==> src/rtl/cpu_alu_pkg.sv <==
// rtl/cpu_alu_pkg.sv - shared opcodes, flag indices and FSM states for the ALU issue path
package cpu_alu_pkg;

   localparam logic [3:0] OP_ADD = 4'b0000;
   localparam logic [3:0] OP_SUB = 4'b0001;
   localparam logic [3:0] OP_MUL = 4'b0010;
   localparam logic [3:0] OP_AND = 4'b0011;
   localparam logic [3:0] OP_OR  = 4'b0100;
   localparam logic [3:0] OP_XOR = 4'b0101;
   localparam logic [3:0] OP_NOT = 4'b0110;
   localparam logic [3:0] OP_NEG = 4'b0111;
   localparam logic [3:0] OP_CMP = 4'b1000;

   localparam int FLAG_EQ = 0;
   localparam int FLAG_LT = 1;
   localparam int FLAG_GT = 2;

   typedef enum logic [1:0] {
      IDLE = 2'd0,
      EXEC = 2'd1,
      FLAG = 2'd2,
      RESP = 2'd3
   } state_t;

   function automatic logic is_legal(input logic [3:0] op);
      return op <= OP_CMP;
   endfunction

   function automatic logic is_cmp(input logic [3:0] op);
      return op == OP_CMP;
   endfunction

endpackage

==> src/rtl/alu_issue_ctrl.sv <==
// rtl/alu_issue_ctrl.sv - issues one decoded op to the ALU and returns a tagged response
module alu_issue_ctrl
   import cpu_alu_pkg::*;
#(
   parameter int DATA_WIDTH   = 16,
   parameter int OPCODE_WIDTH = 4,
   parameter int TAG_WIDTH    = 4,
   parameter int CNT_WIDTH    = 16
) (
   input  logic                    clk,
   input  logic                    rst_n,
   input  logic                    req_valid,
   output logic                    req_ready,
   input  logic [OPCODE_WIDTH-1:0] req_opcode,
   input  logic [DATA_WIDTH-1:0]   req_op_a,
   input  logic [DATA_WIDTH-1:0]   req_op_b,
   input  logic [TAG_WIDTH-1:0]    req_tag,
   output logic [DATA_WIDTH-1:0]   alu_op_a,
   output logic [DATA_WIDTH-1:0]   alu_op_b,
   output logic [OPCODE_WIDTH-1:0] alu_opcode,
   output logic                    alu_active,
   input  logic [DATA_WIDTH-1:0]   alu_result,
   input  logic                    alu_equal,
   input  logic                    alu_less,
   input  logic                    alu_greater,
   output logic                    rsp_valid,
   input  logic                    rsp_ready,
   output logic [DATA_WIDTH-1:0]   rsp_result,
   output logic [2:0]              rsp_flags,
   output logic [TAG_WIDTH-1:0]    rsp_tag,
   output logic                    rsp_err,
   output logic [CNT_WIDTH-1:0]    op_count
);

   state_t               state;
   logic [TAG_WIDTH-1:0] tag_q;
   logic                 accept;
   logic [2:0]           cmp_flags;

   assign req_ready = (state == IDLE) || (state == RESP && rsp_ready);
   assign accept    = req_valid && req_ready;

   always_comb begin
      cmp_flags          = '0;
      cmp_flags[FLAG_EQ] = alu_equal;
      cmp_flags[FLAG_LT] = alu_less;
      cmp_flags[FLAG_GT] = alu_greater;
   end

   always_ff @(posedge clk or negedge rst_n) begin
      if (!rst_n) begin
         state      <= IDLE;
         tag_q      <= '0;
         alu_op_a   <= '0;
         alu_op_b   <= '0;
         alu_opcode <= '0;
         alu_active <= 1'b0;
         rsp_valid  <= 1'b0;
         rsp_result <= '0;
         rsp_flags  <= '0;
         rsp_tag    <= '0;
         rsp_err    <= 1'b0;
         op_count   <= '0;
      end else begin
         // alu_active is a one-cycle pulse, so it can never stay high across EXEC
         alu_active <= 1'b0;

         if (accept) begin
            alu_op_a   <= req_op_a;
            alu_op_b   <= req_op_b;
            alu_opcode <= req_opcode;
            tag_q      <= req_tag;
            alu_active <= is_legal(req_opcode);
         end

         case (state)
            IDLE: begin
               if (accept) state <= EXEC;
            end
            EXEC: begin
               if (is_cmp(alu_opcode)) begin
                  state <= FLAG;
               end else begin
                  rsp_result <= is_legal(alu_opcode) ? alu_result : '0;
                  rsp_flags  <= '0;
                  rsp_err    <= !is_legal(alu_opcode);
                  rsp_tag    <= tag_q;
                  rsp_valid  <= 1'b1;
                  state      <= RESP;
               end
            end
            FLAG: begin
               // ALU flags are registered inside the ALU, so they land one cycle after EXEC
               rsp_flags  <= cmp_flags;
               rsp_result <= '0;
               rsp_err    <= 1'b0;
               rsp_tag    <= tag_q;
               rsp_valid  <= 1'b1;
               state      <= RESP;
            end
            RESP: begin
               if (rsp_ready) begin
                  rsp_valid <= 1'b0;
                  if (op_count != '1) op_count <= op_count + CNT_WIDTH'(1);
                  state <= accept ? EXEC : IDLE;
               end
            end
            default: state <= IDLE;
         endcase
      end
   end

endmodule

==> config.mk <==
export PLATFORM = sky130hd
export DESIGN_NAME = alu_issue_ctrl
export DESIGN_NICKNAME = d
export VERILOG_FILES = /design/src/rtl/cpu_alu_pkg.sv /design/src/rtl/alu_issue_ctrl.sv
export SDC_FILE = /design/constraint.sdc
export NUM_CORES = 1
export LEC_CHECK = 0
export BUFFER_PORTS_ARGS = -buffer_cell sky130_fd_sc_hd__buf_2
export CORE_MARGIN = 2
export CORE_UTILIZATION = 52
export CTS_BUF_LIST = sky130_fd_sc_hd__clkbuf_4 sky130_fd_sc_hd__clkbuf_8 sky130_fd_sc_hd__clkbuf_16
export CTS_CLUSTER_SIZE = 30
export DETAILED_ROUTE_END_ITERATION = 16
export PLACE_DENSITY_LB_ADDON = 0.25
export SLEW_MARGIN = 20
export SYNTH_ARGS = -nofsm -noshare
export SYNTH_HDL_FRONTEND = slang
export SYNTH_SLANG_ARGS = --single-unit
export TNS_END_PERCENT = 1
==> constraint.sdc <==
create_clock -name clk -period 3.9 [get_ports clk]
set_clock_uncertainty 0.05 [all_clocks]
set_input_delay 1.17 -clock clk [delete_from_list [all_inputs] [get_ports clk]]
set_output_delay 1.17 -clock clk [all_outputs]
set_load 0.005 [all_outputs]
==> metrics.log <==
[metrics] antenna violations before repair: 0
[metrics] DIE AREA: 7450 sq um
[metrics] global-route usage over all layers: 20.1%
[metrics] TritonCTS clock tree: done
[metrics] Slew HR: 40.0%
[metrics] number of I/O pins: 142
[metrics] gpl congestion: 0.812
[metrics] warning count from the yosys run: 0
[metrics] share of the synthesized area in the top cell type: 59.6%
[metrics] hold buffer count at CTS: 0
[metrics] critical path capture point type: output port
[metrics] final global-route overflow total: 0
[metrics] worst ir drop on vdd: 0.405 mV
[metrics] maximum number of pins on one net before global-route repair: 85
[metrics] number of flops mapped to enable cells by yosys: 0
[metrics] DRT Wirelength: 7.10 mm
[metrics] clock latency reported for the late side of the worst-skew pair: 0.34 ns
[metrics] number of nets in the synthesized netlist: 352
[metrics] die extent in y: 86.3 um
[metrics] minimum clock period after layout: 2.93 ns
[metrics] antenna viol nets, final: 0
[metrics] starting utilization of the core area: 52.8%
[metrics] Core ar.: 6680 sq um
[metrics] Clk pin slew, worst setup/hold paths: 0.08 ns
[metrics] number of diodes: 0
[metrics] post-synthesis sequential element count: 84
[metrics] maximum capacitance violations: 0
[metrics] WL per Instance: 13.9 um
[metrics] Avg Cell Area, Syn: 12.5 sq um
[metrics] CTS sink cnt: 84
[metrics] mean number of vias per cell: 5.07
[metrics] worst hold slack across all endpoints: 0.422 ns
[metrics] Port Buf Inserts: 141
[metrics] Final Max Slew Viols: 0
[metrics] PD cells: 771 nW/um^2
[metrics] number of H-tree levels: 3
[metrics] post-CTS resize count: 0
[metrics] die width: 86.3 um
[metrics] number of endpoints with negative hold slack in the final report: 0
[metrics] Setup Fix Bufs, Post-CTS: 0
[metrics] placed instance area: 4290 sq um
[metrics] critical path fanouts, max: 8
[metrics] asr flop ratio synth: 100%
[metrics] layout cell share with drive strength beyond 1: 50.2%
[metrics] Netlist cell types: 38
[metrics] unrepaired setup endpoints after global routing: no
[metrics] first-pass GRT wire length: 11.8 mm
[metrics] total number of nets in the final design: 494
[metrics] DRC violations left: 0
[metrics] number of global-route vias before repair: 2517
[metrics] critical path startpoint category: primary input
[metrics] number of buffers created by CTS: 9
[metrics] Post-Layout Inst Area: 4520 sq um
[metrics] result of the run: complete, no violations
[metrics] clk buf depth: 2
[metrics] data required time of the critical path: 2.68 ns
[metrics] Setup TNS Final: 0 ns
[metrics] Finished Core Util: 67.7%
[metrics] Data arrival, critical path: 1.71 ns
[metrics] cell type contributing the most total cell area after synthesis: dfrtp_1
[metrics] leakage power of the design: 2.33 nW
[metrics] Hold Path Class: register to register
[metrics] category of the most critical setup path: primary input to output port
[metrics] first-pass iteration count of the detailed router: 4
[metrics] Synth area leaders: dfrtp_1, mux2_2, nand2_1, o21ai_0, ha_1
[metrics] DR vias: 2586
[metrics] Worst Max-Slew Pin Slew: 0.897 ns
[metrics] setup-violating endpoint count in the final report: 0
[metrics] dominant register cell in the synthesized netlist: dfrtp_1
[metrics] master cell of the clock root buffer: clkbuf_8
[metrics] post-route clock period utilization: 75.0%
[metrics] cell count after synthesis: 283
[metrics] # rows: 30
[metrics] HPWL after detailed placement: 5.12 mm
[metrics] peak clock frequency supported by timing: 0.342 GHz
[metrics] synth-to-layout area growth: 28.3%
[metrics] post-synth design cell area: 3520 sq um
[metrics] number of DRC markers in iteration 0: 139
[metrics] sequential area share after synthesis: 59.6%
==> cell usage in the layout (no fill, tap or decap), types with 3 or more instances in the layout <==
| cell type | Yosys | routed |
|---|---|---|
| a21oi_1 | 3 | 3 |
| buf_2 | 7 | 140 |
| mux2_2 | 47 | 47 |
| ha_1 | 6 | 6 |
| o21ai_1 | 4 | 4 |
| o21ai_0 | 19 | 19 |
| nor2_1 | 7 | 7 |
| xor2_1 | 6 | 6 |
| inv_1 | 6 | 6 |
| nand3_1 | 5 | 5 |
| xnor2_1 | 4 | 4 |
| nor3_1 | 6 | 6 |
| nand4_1 | 3 | 3 |
| dfrtp_1 | 84 | 84 |
| nor4_1 | 3 | 3 |
| nand2_1 | 46 | 46 |
| clkbuf_8 | 0 | 10 |
==> report_power, final <==
group	switching [mW]	leakage, nW	internal, mW
combinational	0.658	1.17	0.678
sequential	0.207	1.04	1.25
clock	0.307	0.117	0.388
==> metal layers <==
metal  global-route usage [%]  wire length (um)  up-vias
li1                         -                 -     1271
met1                     27.0              3070     1210
met2                     30.3              3370       92
met3                     6.10               525       13
met4                     8.95               131        0
met5                        0                 0        -
==> worst max-delay path: stages <==
cell and delay [ns]:
buf_2 0.11, nand2_1 0.19, nand2b_1 0.10, buf_2 0.13
==> sequential cells by signal (all words and copies together) (netlist names) <==
| name | cells |
|---|---|
| alu_opcode | 4 |
| alu_op_b | 16 |
| alu_op_a | 16 |
| rsp_valid | 1 |
| rsp_flags | 3 |
| alu_active | 1 |
| rsp_tag | 4 |
| rsp_err | 1 |
| rsp_result | 16 |
| tag_q | 4 |
| state | 2 |
| op_count | 16 |
==> per-stage QoR <==
stage	power [mW]	worst slack [ns]	instances
detailed placement	2.83	0.976	494
global placement	2.77	0.992	494
CTS	3.54	0.971	510
floorplan	2.31	1.26	283
finish	3.48	0.974	510
global route	3.76	0.897	510
==> Yosys cell counts, drive strengths merged, types with 2 or more instances <==
master / instances
o31ai: 2
nand2: 46
o21ai: 24
nor2: 7
clkbuf: 4
a21oi: 3
and4: 2
nor3: 6
mux2: 47
dfrtp: 84
buf: 7
nand3: 5
nor4: 4
nand4: 5
inv: 6
xnor2: 4
ha: 6
or2: 2
xor2: 6
==> worst paths after layout <==
| kind | startpoint | endpoint | slack [ns] | cells past startpoint |
|---|---|---|---|---|
| worst max-delay path | rsp_ready | req_ready | 0.97 | 4 |
| min in group asynchronous | rst_n | op_count[7] | 0.81 | 1 |
| worst min register to register | rsp_err | rsp_err | 0.42 | 2 |
| worst min-delay path | rsp_err | rsp_err | 0.42 | 2 |
| max in group asynchronous | rst_n | alu_op_a[12] | 2.48 | 1 |
| worst max register to register | alu_opcode[0] | rsp_tag[3] | 1.62 | 3 |
==> layout make-up <==
type | count | area [sq um]
inverter | 6 | 22.5
multi-input combinational | 182 | 1350
sequential | 84 | 2100
fill | 537 | 2160
clock buffer | 11 | 145
timing repair buffer | 142 | 719
tap | 80 | 100
clock inverter | 5 | 82.6
==> cell families after synthesis <==
logic type      Yosys count  synth area share, %
compound gates           36                 6.25
xor+xnor                 10                 2.48
fa+ha+maj                 6                 2.13
buf+inv                  17                 2.09
flops                    84                 59.6
mux                      47                 15.0
simple gates             83                 12.4
Power figures use the tool's default switching activity.
